[src/rtl/seg_scan_ctrl.sv]
// Six-digit multiplexed 7-segment scan controller: per-digit slot timing with
// anti-ghosting blank, frame-synchronous input shadowing and per-digit blinking.
module seg_scan_ctrl #(
    parameter int DIGIT_CYC    = 50_000,
    parameter int BLANK_CYC    = 500,
    parameter int BLINK_FRAMES = 83
) (
    input  logic        clk,
    input  logic        rst_n,
    input  logic [23:0] din,
    input  logic [5:0]  din_mask,
    input  logic [5:0]  din_dp,
    input  logic [5:0]  blink_en,
    output logic [5:0]  sel,
    output logic [7:0]  seg,
    output logic        frame_done
);

    localparam int CW = (DIGIT_CYC > 1) ? $clog2(DIGIT_CYC) : 1;
    localparam int FW = (BLINK_FRAMES > 1) ? $clog2(BLINK_FRAMES) : 1;
    localparam logic [CW-1:0] CNT_LAST   = CW'(DIGIT_CYC - 1);
    localparam logic [CW-1:0] BLANK_LIM  = CW'(BLANK_CYC);
    localparam logic [FW-1:0] FCNT_LAST  = FW'(BLINK_FRAMES - 1);

    function automatic logic [6:0] decode7(input logic [3:0] nib);
        case (nib)
            4'h0:    decode7 = 7'h40;
            4'h1:    decode7 = 7'h79;
            4'h2:    decode7 = 7'h24;
            4'h3:    decode7 = 7'h30;
            4'h4:    decode7 = 7'h19;
            4'h5:    decode7 = 7'h12;
            4'h6:    decode7 = 7'h02;
            4'h7:    decode7 = 7'h78;
            4'h8:    decode7 = 7'h00;
            4'h9:    decode7 = 7'h10;
            4'hA:    decode7 = 7'h08;
            4'hB:    decode7 = 7'h03;
            4'hC:    decode7 = 7'h46;
            4'hD:    decode7 = 7'h21;
            4'hE:    decode7 = 7'h06;
            4'hF:    decode7 = 7'h0E;
            default: decode7 = 7'h7F;
        endcase
    endfunction

    function automatic logic [3:0] nibble_of(input logic [23:0] word, input logic [2:0] i);
        case (i)
            3'd0:    nibble_of = word[3:0];
            3'd1:    nibble_of = word[7:4];
            3'd2:    nibble_of = word[11:8];
            3'd3:    nibble_of = word[15:12];
            3'd4:    nibble_of = word[19:16];
            3'd5:    nibble_of = word[23:20];
            default: nibble_of = 4'h0;
        endcase
    endfunction

    logic [CW-1:0] cnt_q, cnt_d;
    logic [2:0]    idx_q, idx_d;
    logic [FW-1:0] fcnt_q, fcnt_d;
    logic          phase_q, phase_d;
    logic [23:0]   din_q, din_d;
    logic [5:0]    mask_q, mask_d;
    logic [5:0]    dp_q, dp_d;
    logic [5:0]    blink_q, blink_d;
    logic [5:0]    sel_q, sel_d;
    logic [7:0]    seg_q, seg_d;
    logic          fd_q, fd_d;

    logic          slot_end_s;
    logic          frame_end_s;
    logic          blank_s;
    logic [5:0]    one_hot_s;

    // Next-state for slot/frame counters, shadow capture and output decode.
    always_comb begin
        cnt_d   = cnt_q;
        idx_d   = idx_q;
        fcnt_d  = fcnt_q;
        phase_d = phase_q;
        din_d   = din_q;
        mask_d  = mask_q;
        dp_d    = dp_q;
        blink_d = blink_q;
        sel_d   = 6'h3F;
        seg_d   = 8'hFF;
        fd_d    = 1'b0;

        slot_end_s  = (cnt_q == CNT_LAST);
        frame_end_s = slot_end_s && (idx_q == 3'd5);
        one_hot_s   = 6'b00_0001 << idx_q;

        if (slot_end_s) begin
            cnt_d = {CW{1'b0}};
            if (idx_q == 3'd5) begin
                idx_d = 3'd0;
            end else begin
                idx_d = idx_q + 3'd1;
            end
        end else begin
            cnt_d = cnt_q + CW'(1);
        end

        // Inputs are only sampled at the very top of a frame, so a frame never tears.
        if ((cnt_q == {CW{1'b0}}) && (idx_q == 3'd0)) begin
            din_d   = din;
            mask_d  = din_mask;
            dp_d    = din_dp;
            blink_d = blink_en;
        end else begin
            din_d   = din_q;
        end

        if (frame_end_s) begin
            fd_d = 1'b1;
            if (fcnt_q == FCNT_LAST) begin
                fcnt_d  = {FW{1'b0}};
                phase_d = ~phase_q;
            end else begin
                fcnt_d  = fcnt_q + FW'(1);
            end
        end else begin
            fd_d = 1'b0;
        end

        blank_s = (cnt_q < BLANK_LIM) || ((mask_q & one_hot_s) == 6'h00)
                  || (((blink_q & one_hot_s) != 6'h00) && phase_q);

        if (blank_s) begin
            sel_d = 6'h3F;
            seg_d = 8'hFF;
        end else begin
            sel_d = ~one_hot_s;
            seg_d = {((dp_q & one_hot_s) == 6'h00), decode7(nibble_of(din_q, idx_q))};
        end
    end

    // State and registered outputs; reset blanks the display immediately.
    always_ff @(posedge clk or negedge rst_n) begin
        if (!rst_n) begin
            cnt_q   <= {CW{1'b0}};
            idx_q   <= 3'd0;
            fcnt_q  <= {FW{1'b0}};
            phase_q <= 1'b0;
            din_q   <= 24'h00_0000;
            mask_q  <= 6'h00;
            dp_q    <= 6'h00;
            blink_q <= 6'h00;
            sel_q   <= 6'h3F;
            seg_q   <= 8'hFF;
            fd_q    <= 1'b0;
        end else begin
            cnt_q   <= cnt_d;
            idx_q   <= idx_d;
            fcnt_q  <= fcnt_d;
            phase_q <= phase_d;
            din_q   <= din_d;
            mask_q  <= mask_d;
            dp_q    <= dp_d;
            blink_q <= blink_d;
            sel_q   <= sel_d;
            seg_q   <= seg_d;
            fd_q    <= fd_d;
        end
    end

    assign sel        = sel_q;
    assign seg        = seg_q;
    assign frame_done = fd_q;

endmodule

[config.mk]
export PLATFORM = sky130hd
export DESIGN_NAME = seg_scan_ctrl
export DESIGN_NICKNAME = d
export VERILOG_FILES = /design/src/rtl/seg_scan_ctrl.sv
export SDC_FILE = /design/constraint.sdc
export NUM_CORES = 1
export LEC_CHECK = 0
export ABC_AREA = 0
export BUFFER_PORTS_ARGS = -buffer_cell sky130_fd_sc_hd__clkbuf_2
export CORE_MARGIN = 1.5
export CORE_UTILIZATION = 57
export DETAILED_ROUTE_END_ITERATION = 12
export PLACE_DENSITY = 0.85
export SETUP_SLACK_MARGIN = 0.1
export SLEW_MARGIN = 20
export SYNTH_ARGS = -nofsm -noshare
export SYNTH_HDL_FRONTEND = slang
export SYNTH_SLANG_ARGS = --single-unit
[constraint.sdc]
create_clock -name clk -period 3.6 [get_ports clk]
set_clock_uncertainty 0.05 [all_clocks]
set_input_delay 0.36 -clock clk [delete_from_list [all_inputs] [get_ports clk]]
set_output_delay 0.36 -clock clk [all_outputs]
set_load 0.05 [all_outputs]
# After elaboration in Yosys (flattened, before gate mapping)
# Memories as Yosys holds them, arrays and structs flattened.
# Cells that the tools add are included.
[word_totals] mem_count=1 rom_bits=112 out_inout_bits=15 word_cells=48 regBits=84
[classes] n_reduce_logical=11 n_eq_ne=7 n_addsub=3 bitwise=5 muxes=8 order_cmp=1 shift=1
[mem_list] memory="(name not given)" depth=16 width=7 rd=1 rd_clocked_by_memory_dff=0 write_ports=0 line="26" rtl="case (nib)"
[op_table] op="$pmux 4 s6" n=1
[op_table] op="$and 6x6->6" n=3
[op_table] op="$add 16x1->16 const B" n=1
[op_table] op="$eq 16x16->1 const B" n=1
[op_table] op="$logic_not 16->1" n=1
[op_table] op="$lt 16x9->1 const B" n=1
[op_table] op="$mux 16" n=1
[op_table] op="$logic_not 6->1" n=2
[op_table] op="$mux 8" n=1
[op_table] op="$add 7x1->7 const B" n=1
[op_table] op="$eq 7x7->1 const B" n=1
[op_table] op="$mux 7" n=1
[op_table] op="$eq 3x2->1 const B" n=2
[op_table] op="$eq 3x3->1 const B" n=2
[op_table] op="$mux 6" n=1
[op_table] op="$not 6->6" n=1
[op_table] op="$reduce_bool 6->1" n=1
[op_table] op="$shl 1x3->6 const A" n=1
[op_table] op="$mux 4" n=1
[op_table] op="$add 3x1->3 const B" n=1
[op_table] op="$eq 3x1->1 const B" n=1
[op_table] op="$logic_and 1x1->1" n=3
[op_table] op="$logic_not 3->1" n=1
[op_table] op="$mux 3" n=1
[op_table] op="4 further kinds" n=5

# Logic depth before layout (Yosys ltp)
# Gate-level depths: netlist of the first run.
# An unclocked memory read counts as a cell.
[logic_depth] depth_word=8 mapped_depth=13 depth_no_buf=10

# Worst setup path before layout of the first run
# OpenSTA, ideal clock, no wires.
[synth_path] kind="reg2reg" from="register idx_q[1]" to="register seg_q[0], in the netlist seg[0]" slack_ns=0.772 setup_ns=0.089 required_ns=3.461 arrival_time_ns=2.689 path_buffers=3 synth_period_minus_slack_ns=2.828 path_stages_with_launch=14 path_cell_list="dfrtp_1 > clkbuf_1 > clkbuf_1 > and2_1 > ha_1 > clkbuf_1 > a22o_1 > nor3_1 > inv_1 > ha_1 > inv_1 > and3_1 > mux2_2 > a32oi_1"
[synth_between] elab_chain_len=6
[synth_lines] item="start, declared" line="60" rtl="logic [2:0] idx_q, idx_d;"
[synth_lines] item="start signal, assigned" line="155" rtl="idx_q <= idx_d;"
[synth_lines] item="parallel branches: the longest is 5 deep, another holds $mem_v2 16x7"
[synth_lines] item="$mux 8 (*)" line="130" rtl="if (blank_s) begin"
[synth_lines] item="via seg_d[0]" line="68" rtl="logic [7:0] seg_q, seg_d;"
[synth_lines] item="end signal, assigned" line="163" rtl="seg_q <= seg_d;"
[synth_lines] item="end, declared" line="68"
# Mark *: on every way through the listed nets, which the timed path passes. The select of a mux whose other input is x is not followed.
# A chain may end at the register's enable or synchronous reset.

# Worst setup path in the final report of the first run
# Ends and elaborated chain as after synthesis.

==> results of run 1 <==
## area by class of cell
| type | instances | area (µm²) | area share [%] |
|---|---|---|---|
| Clock buffer | 11 | 141 | 2.95 |
| Clock inverter | 5 | 83.8 | 1.75 |
| Inverter | 11 | 41.3 | 0.862 |
| Multi-Input combinational cell | 225 | 1920 | 40.2 |
| Sequential cell | 84 | 2120 | 44.2 |
| Tap cell | 99 | 124 | 2.58 |
| Timing Repair Buffer | 62 | 358 | 7.47 |
## how the worst min path moves through the flow
| stage | start | end | slack (ns) | depth (start not counted) |
|---|---|---|---|---|
| finish | din_mask[0] | mask_q[0]$_DFFE_PN0P_ | 0.18 | 2 |
| global route | din_mask[4] | mask_q[4]$_DFFE_PN0P_ | 0.18 | 2 |
| CTS | rst_n | dp_q[1]$_DFFE_PN0P_ | 0.16 | 1 |
| detailed placement | cnt_q[10]$_DFF_PN0_ | cnt_q[10]$_DFF_PN0_ | 0.44 | 1 |
| global placement | fcnt_q[6]$_DFFE_PN0P_ | fcnt_q[6]$_DFFE_PN0P_ | 0.44 | 1 |
| floorplan | rst_n | blink_q[0]$_DFFE_PN0P_ | 0.01 | 0 |
## sequential cells by signal, summed over array words and instances, names as in the netlist
signal      count
din_q          24
cnt_q          16
seg             8
fcnt_q          7
blink_q         6
dp_q            6
mask_q          6
sel             6
idx_q           3
frame_done      1
phase_q         1
## stage by stage
step           setup WS [ns]  hold WS, ns  cell area [µm²]  util, %  power (mW)
2_1_floorplan          0.772       0.0144             4230        -        1.06
3_3_place_gp           0.746        0.435             4530     62.8        1.11
3_5_place_dp           0.608        0.439             4530     62.8        1.11
4_1_cts                0.533        0.158             4750     65.9        1.85
5_1_grt                0.249        0.181             4790     66.4        1.91
6_report               0.439        0.183             4790     66.4        1.85
## per-layer routing
layer | wire, µm | GRT usage, % | up-vias | share of wire [%]
met5 | 0 | 0 | - | 0
met4 | 161 | 8.81 | 0 | 1.9
met3 | 373 | 4.71 | 11 | 4.4
met2 | 4070 | 37.2 | 92 | 48
met1 | 3810 | 31.7 | 1440 | 45
li1 | - | - | 1313 | -
## power by group
part	leakage [nW]	internal, mW	switching [mW]
registers	1.01	0.968	0.0182
logic	1.07	0.0652	0.0505
clock network	0.106	0.412	0.334
## logic make-up after synthesis
kind of cell               after synthesis
and+or+nand+nor                        101
muxes                                   57
xor gates and xnor gates                17
AOI/OAI and AO/OA                       39
adders and majority gates               11
buffers and inverters                   28
DFF                                     84
## cell usage after synthesis (3+ instances only)
| master | instances |
|---|---|
| nand3_1 | 17 |
| and2_1 | 3 |
| xor2_1 | 12 |
| xnor2_1 | 5 |
| a21oi_1 | 6 |
| a32oi_1 | 3 |
| buf_2 | 6 |
| inv_1 | 11 |
| o221ai_1 | 5 |
| o21ai_0 | 9 |
| nor2_1 | 24 |
| a22o_1 | 4 |
| clkbuf_1 | 5 |
| dfstp_2 | 14 |
| nor3_1 | 10 |
| mux2i_1 | 9 |
| nand2_1 | 15 |
| dfrtp_1 | 70 |
| nand3b_1 | 7 |
| nand4_1 | 4 |
| ha_1 | 11 |
| mux2_4 | 40 |
| buf_12 | 4 |
| and3_1 | 5 |
| mux2_2 | 6 |
## timing repair
item | CTS | global route
gates resized for setup | 0 | 0
buffers inserted | 0 | 0
hold endpoints to repair | 0 | 23
hold buffers | 0 | 1
==> impl_metrics.yaml, run 1 <==
run_status:
  status: "complete, no violations"
yosys:
  synth_top_family_by_area: "multiplexers"
  synthFlopType: "dfrtp_1"
  syn_nets: 392
  ys_types: 50
  synth_compound_area_share_pct: 6.66
  syn_avg_cell_area_um2: 12.5
  synth_xor_area_share_pct: 3.52
  yosys_warnings: 0
  synth_top_area_share_pct: 41.5
  synthCells: 337
  synth_adder_area_share_pct: 3.26
  yosys.area_share.simple_pct: 13.1
  ys_seq_area_share_pct: 50.2
  synth_area_um2: 4230
  synth_top_cell_by_area: "dfrtp_1"
  ys_ff_latch: 84
  synth_edf_count: 0
  synth_area_leaders: "dfrtp_1 (41%), mux2_4 (14%), dfstp_2 (8.7%), ha_1 (3.3%), xor2_1 (2.5%)"
  async_flop_share_pct: 100
  synthMuxAreaShare_pct: 19.0
finish:
  finalNonFillerCells: 497
  final_common_cell: "dfrtp_1"
  areaGrowthSynthToFinish_pct: 13.4
  layout_common_cells: "dfrtp_1 (70), clkbuf_2 (57), mux2_4 (40)"
  drive_gt1_share_pct: 36.2
  n_fill_cell: 542
  antenna_cells: 0
  fin_nets: 448
placement:
  place_inst: 479
  numPortBuffers: 58
  gp_congestion: 0.879
  dp_hpwl_um: 5800
floorplan:
  ios: 59
  coreArea_um2: 7210
  die_h_um: 89.1
  floorplan.initialDensity_pct: 58.6
  die-area_um2: 7940
  row_count: 31
  die_x_um: 89.1
critical_path:
  setup.worst_path.end: "seg[0]$_DFF_PN1_"
  critPathArrivalTime_ns: 3.35
  start_kind: "flip-flop"
  path_delay_family: "simple AND/OR/NAND/NOR gates"
  cp-startpoint: "idx_q[1]$_DFFE_PN0N_"
  cp_num_buf_inv: 2
  path_class: "flip-flop to flip-flop"
  reg2reg_slack_ns: 0.44
  worstSetupEndpointType: "flip-flop"
  r2r-end: "seg[0]$_DFF_PN1_"
  critPathMaxStageDelay_ns: 0.62
  cp.depth: 10
  crit_path_cell_trace: "and2_1, ha_1, a22o_1, nor3_1, inv_1, ha_1, inv_1, and3_1, mux2_2, a32oi_1"
  critPathRequiredTime_ns: 3.79
  worstPathMaxFanout: 23
  reg2reg_depth: 10
  slowest_stage: "dfrtp_1"
  worstReg2RegStart: "idx_q[1]$_DFFE_PN0N_"
pwr:
  ir_drop_v: 0.000256
  power.density_nw_per_um2: 386
  p_leak_nw: 2.19
sta:
  setup_violations: 0
  tightest_slew_ns: 0.965
  min_period_over_period_pct: 87.8
  hold_viol: 0
  period_needed_ns: 3.16
  rsz0062_at_grt: "false"
  tns_ns: 0
  max_freq_ghz: 0.316
  slew_headroom_pct: 35.4
  drv_slew: 0
routing:
  avgViaCountPerCell: 5.75
  via_count: 2856
  wire_per_inst_um: 16.9
  initialDrtViolationCount: 201
  wl_um: 8410
  firstDrtPassIters: 5
  antenna_left: 0
  drcViolationCount: 0
clock_tree:
  cts_tree: "yes"
  clkLatencyLatePin_ns: 0.35
  htreeDepth: 3
  cts_buffer_depth: 2
  clk_pin_slew_worst_paths_ns: 0.08
  cts.sinks: 84
  cts_buffers: 9
  cts_root_buf: "clkbuf_8"
global_route:
  track_usage_pct: 23.3
  grt_max_degree: 85
  antenna_found_initial: 0
  grt_first_pass_wirelength_um: 13700
  overflow: 0
  grt_pass1_vias: 2793
job:
  maxCapViolations: 0
hold_path:
  min_path_type: "input pin to flip-flop"
No activity file was read; power rests on OpenSTA's default activity.
==> run 2: changes to the inputs <==
CORE_UTILIZATION = 59   (was 57)
CTS_BUF_LIST = sky130_fd_sc_hd__clkbuf_8   (was not set)
PLACE_DENSITY = 0.88   (was 0.85)
==> run 2 against run 1 <==
The run now ends with hold timing left. Sequential power hardly changed. Cell area is 1.3% lower. Sequential share of layout area is 0.56 points higher. Critical path depth stayed put. Final cell count is 1.0% lower. Clock power is 8.2% lower. First-iteration DRC count is 29% higher. Wire length is 2.2% higher. Maximum frequency is 0.11% higher. Critical path type unchanged.
==> impl_metrics.yaml, run 2 (same netlist as run 1, synthesis figures left out) <==
critical_path:
  worstPathMaxFanout: 23
  path_class: "flip-flop to flip-flop"
  critPathRequiredTime_ns: 3.80
  worstSetupEndpointType: "flip-flop"
  start_kind: "flip-flop"
  slowest_stage: "nor3_1"
  crit_path_cell_trace: "and2_1, ha_1, a22o_1, nor3_1, inv_1, ha_1, inv_1, and3_1, mux2_2, a32oi_1"
  critPathArrivalTime_ns: 3.36
  critPathMaxStageDelay_ns: 0.64
clock_tree:
  cts_buffers: 9
  cts_hold_buf: 0
  clk_pin_slew_worst_paths_ns: 0.08
  post_cts_buffers: 0
  cts_tree: "yes"
  clkLatencyLatePin_ns: 0.36
  cts_root_buf: "clkbuf_8"
  cts_buffer_depth: 2
  cts-resized-gates: 0
  cts.sinks: 84
  htreeDepth: 3
placement:
  dp_hpwl_um: 5760
  place_ws_ns: 0.586
  gp_congestion: 0.887
  place_inst: 476
  numPortBuffers: 58
global_route:
  overflow: 0
  grt_first_pass_wirelength_um: 14400
  grt_pass1_vias: 2869
  antenna_found_initial: 0
  grt_max_degree: 85
  track_usage_pct: 25.0
run_status:
  violations: "hold timing"
  status: "finished, violations left"
finish:
  largest_reg_flops: 24
  fin_nets: 446
  regMostFlops: "din_q"
  drive_gt1_share_pct: 36.1
  final_common_cell: "dfrtp_1"
  antenna_cells: 0
  layout_common_cells: "dfrtp_1 (70), clkbuf_2 (57), mux2_4 (40)"
  areaGrowthSynthToFinish_pct: 12.0
  final_util_pct: 68.9
  finalNonFillerCells: 492
pwr:
  power.density_nw_per_um2: 377
  swShare_pct: 22.4
  p_int_mw: 1.38
  power_mw: 1.78
  power_frac_seq_pct: 55.3
  clkPwrFrac_pct: 38.4
  p_leak_nw: 2.17
  ir_drop_v: 0.000292
  combPwrFrac_pct: 6.3
  switching_power_mw: 0.400
sta:
  period_needed_ns: 3.16
  whs_ns: -0.0392
  slew_headroom_pct: 41.9
  tightest_slew_ns: 0.868
  rsz0062_at_grt: "false"
  hold_viol: 20
  drv_slew: 0
  setup_violations: 0
  min_period_over_period_pct: 87.7
  max_freq_ghz: 0.317
  tns_ns: 0
  setup_slack_ns: 0.443
routing:
  avgViaCountPerCell: 5.89
  initialDrtViolationCount: 260
  drcViolationCount: 0
  via_count: 2899
  antenna_left: 0
  wire_per_inst_um: 17.5
  wl_um: 8600
  firstDrtPassIters: 5
floorplan:
  die_x_um: 87.6
  ios: 59
  coreArea_um2: 6870
  row_count: 30
  floorplan.initialDensity_pct: 61.5
  die-area_um2: 7680
  die_h_um: 87.6
hold_path:
  min_path_type: "input pin to asynchronous set/reset pin"
job:
  maxCapViolations: 0
run 2: power by group through the flow:
| stage | registers [mW] | clock network [mW] | logic (mW) |
|---|---|---|---|
| finish | 0.987 | 0.685 | 0.111 |
| global route | 0.988 | 0.737 | 0.123 |
| CTS | 0.986 | 0.690 | 0.112 |
| detailed placement | 1.00 | 0 | 0.111 |
| global placement | 1.00 | 0 | 0.107 |
| floorplan | 0.995 | 0 | 0.0607 |
run 2: worst max-delay path, delay by kind of cell (launching register included):
kind / cells / cell delay (ns)
and+or+nand+nor: 3 / 1.08
DFF: 1 / 0.60
adders and majority gates: 2 / 0.57
AOI/OAI and AO/OA: 2 / 0.33
buffers and inverters: 2 / 0.27
muxes: 1 / 0.16
run 2: cell type report:
type,instances,area (µm²)
fill,476,2140
sequential,84,2120
multi-input combinational,225,1920
timing repair buffer,60,324
clock buffer,11,151
tap,96,120
clock inverter,5,51.3
inverter,11,41.3
run 2: final timing paths:
kind                                       startpoint                    end  slack, ns  cells past startpoint
worst max-delay path             idx_q[1]$_DFFE_PN0N_       seg[0]$_DFF_PN1_       0.44                     10
worst min-delay path                            rst_n  din_q[19]$_DFFE_PN0P_      -0.04                      1
worst max register to register   idx_q[1]$_DFFE_PN0N_       seg[0]$_DFF_PN1_       0.44                     10
worst min register to register  fcnt_q[5]$_DFFE_PN0P_  fcnt_q[5]$_DFFE_PN0P_       0.45                      1
max in group asynchronous                       rst_n   din_q[1]$_DFFE_PN0P_       3.00                      1
min in group clk                            din_dp[4]    dp_q[4]$_DFFE_PN0P_       0.17                      2
run 2: routing by layer:
metal  GRT usage [%]  part of all wire, %  wire (µm)  vias up
met5               0                    0          0        -
met4            10.5                  2.0        174        0
met3            4.43                  6.0        520       15
met2            40.4                   49       4220      127
met1            33.5                   43       3690     1450
li1                -                    -          -     1307
run 2: per-stage QoR:
step / cell area (µm²) / hold WS [ns]
detailed placement: 4530 / 0.423
global route: 4730 / 0.0478
global placement: 4530 / 0.425
CTS: 4730 / 0.153
finish: 4730 / -0.0392
floorplan: 4230 / 0.0144
==> run 3: changes to the inputs <==
RECOVER_POWER = 25   (was not set)
SETUP_SLACK_MARGIN = 0.3   (was 0.1)
==> run 3 against run 2 <==
The run ends with capacitance limit, slew limit left. Worst setup slack improved by 0.26 ns. Cell area about the same. Power fell by 0.28%. Die area did not move. Worst hold slack better by 0.21 ns. Sequential cell count is the same. Sequential power hardly changed. Sequential share of layout area hardly changed. Clock power is 0.7% lower. Largest cell class unchanged. Largest power group unchanged.
==> impl_metrics.yaml, run 3 (same netlist as run 1, synthesis figures left out) <==
run_status:
  status: "finished, violations left"
  violations: "capacitance limit, slew limit"
global_route:
  grt_first_pass_wirelength_um: 14400
  track_usage_pct: 25.0
  antenna_found_initial: 0
  grt_max_degree: 85
  overflow: 0
  grt_pass1_vias: 2869
clock_tree:
  cts-resized-gates: 0
  cts_hold_buf: 0
  clkLatencyLatePin_ns: 0.36
  cts_root_buf: "clkbuf_8"
  cts_tree: "yes"
  cts.sinks: 84
  cts_buffer_depth: 2
  cts_buffers: 9
  post_cts_buffers: 0
  htreeDepth: 3
  clk_pin_slew_worst_paths_ns: 0.08
placement:
  place_inst: 476
  dp_hpwl_um: 5760
  place_ws_ns: 0.586
  placed_cell_area_um2: 4530
  numPortBuffers: 58
  gp_congestion: 0.887
sta:
  min_period_over_period_pct: 80.5
  setup_violations: 0
  tightest_slew_ns: 2.01
  tns_ns: 0
  slew_headroom_pct: -34.1
  whs_ns: 0.171
  period_needed_ns: 2.90
  setup_slack_ns: 0.704
  max_freq_ghz: 0.345
  rsz0062_at_grt: "false"
  drv_slew: 85
  hold_viol: 0
routing:
  avgViaCountPerCell: 5.86
  via_count: 2885
  antenna_left: 0
  drcViolationCount: 0
  firstDrtPassIters: 5
  wl_um: 8540
  initialDrtViolationCount: 268
  wire_per_inst_um: 17.4
critical_path:
  path_class: "flip-flop to flip-flop"
  worstSetupEndpointType: "flip-flop"
  critPathArrivalTime_ns: 3.11
  worstPathMaxFanout: 23
  critPathRequiredTime_ns: 3.82
  start_kind: "flip-flop"
floorplan:
  die_x_um: 87.6
  floorplan.initialDensity_pct: 61.5
  die-area_um2: 7680
  row_count: 30
  coreArea_um2: 6870
  die_h_um: 87.6
  ios: 59
finish:
  fin_nets: 446
  finalNonFillerCells: 492
  areaGrowthSynthToFinish_pct: 12.0
  layout_common_cells: "dfrtp_1 (70), clkbuf_2 (58), mux2_4 (40)"
  antenna_cells: 0
  regMostFlops: "din_q"
  final_common_cell: "dfrtp_1"
  drive_gt1_share_pct: 36.4
  final_util_pct: 68.9
  largest_reg_flops: 24
  final_area_um2: 4730
pwr:
  switching_power_mw: 0.395
  clkPwrFrac_pct: 38.2
  combPwrFrac_pct: 6.3
  ir_drop_v: 0.000291
  power_mw: 1.78
  power.density_nw_per_um2: 376
  swShare_pct: 22.2
  p_int_mw: 1.38
  power_frac_seq_pct: 55.5
  p_leak_nw: 2.17
hold_path:
  min_path_type: "input pin to flip-flop"
job:
  maxCapViolations: 1
==> run 3: critical path, cell delays in order, from the launching register on <==
cell and delay [ns]:
dfrtp_1 0.60, and2_1 0.28, ha_1 0.30, a222oi_1 0.74
and2_1 0.39, a21oi_1 0.14, a32oi_1 0.30
==> run 3: cell type report <==
cell class	instances	area [µm²]
Tap cell	96	120
Multi-Input combinational cell	225	1930
Sequential cell	84	2120
Fill cell	476	2140
Timing Repair Buffer	60	318
Inverter	11	41.3
Clock inverter	5	51.3
Clock buffer	11	151
==> run 3: layer usage <==
metal | up-vias | GRT usage, % | wire, µm
met4 | 0 | 10.5 | 182
met5 | - | 0 | 0
met2 | 107 | 40.4 | 4210
met1 | 1450 | 33.5 | 3660
li1 | 1313 | - | -
met3 | 15 | 4.43 | 491
==> run 3: path summary, 6_finish.rpt <==
check                                         end             startpoint  depth (start not counted)  slack (ns)
setup / recovery                 seg[0]$_DFF_PN1_   idx_q[1]$_DFFE_PN0N_                          6        0.70
hold / removal                dp_q[4]$_DFFE_PN0P_              din_dp[4]                          2        0.17
setup reg to reg                 seg[0]$_DFF_PN1_   idx_q[1]$_DFFE_PN0N_                          6        0.70
hold reg to reg             fcnt_q[5]$_DFFE_PN0P_  fcnt_q[5]$_DFFE_PN0P_                          1        0.45
max in group asynchronous    din_q[2]$_DFFE_PN0P_                  rst_n                          1        1.79
min in group asynchronous  blink_q[0]$_DFFE_PN0P_                  rst_n                          1        0.47
==> run 3: power groups by stage <==
stage / Sequential, mW / Clock [mW] / Combinational [mW]
final: 0.987 / 0.680 / 0.111
after global routing: 0.989 / 0.737 / 0.123
after CTS: 0.986 / 0.690 / 0.112
after detailed placement: 1.00 / 0 / 0.111
after global placement: 1.00 / 0 / 0.107
after floorplan: 0.995 / 0 / 0.0607
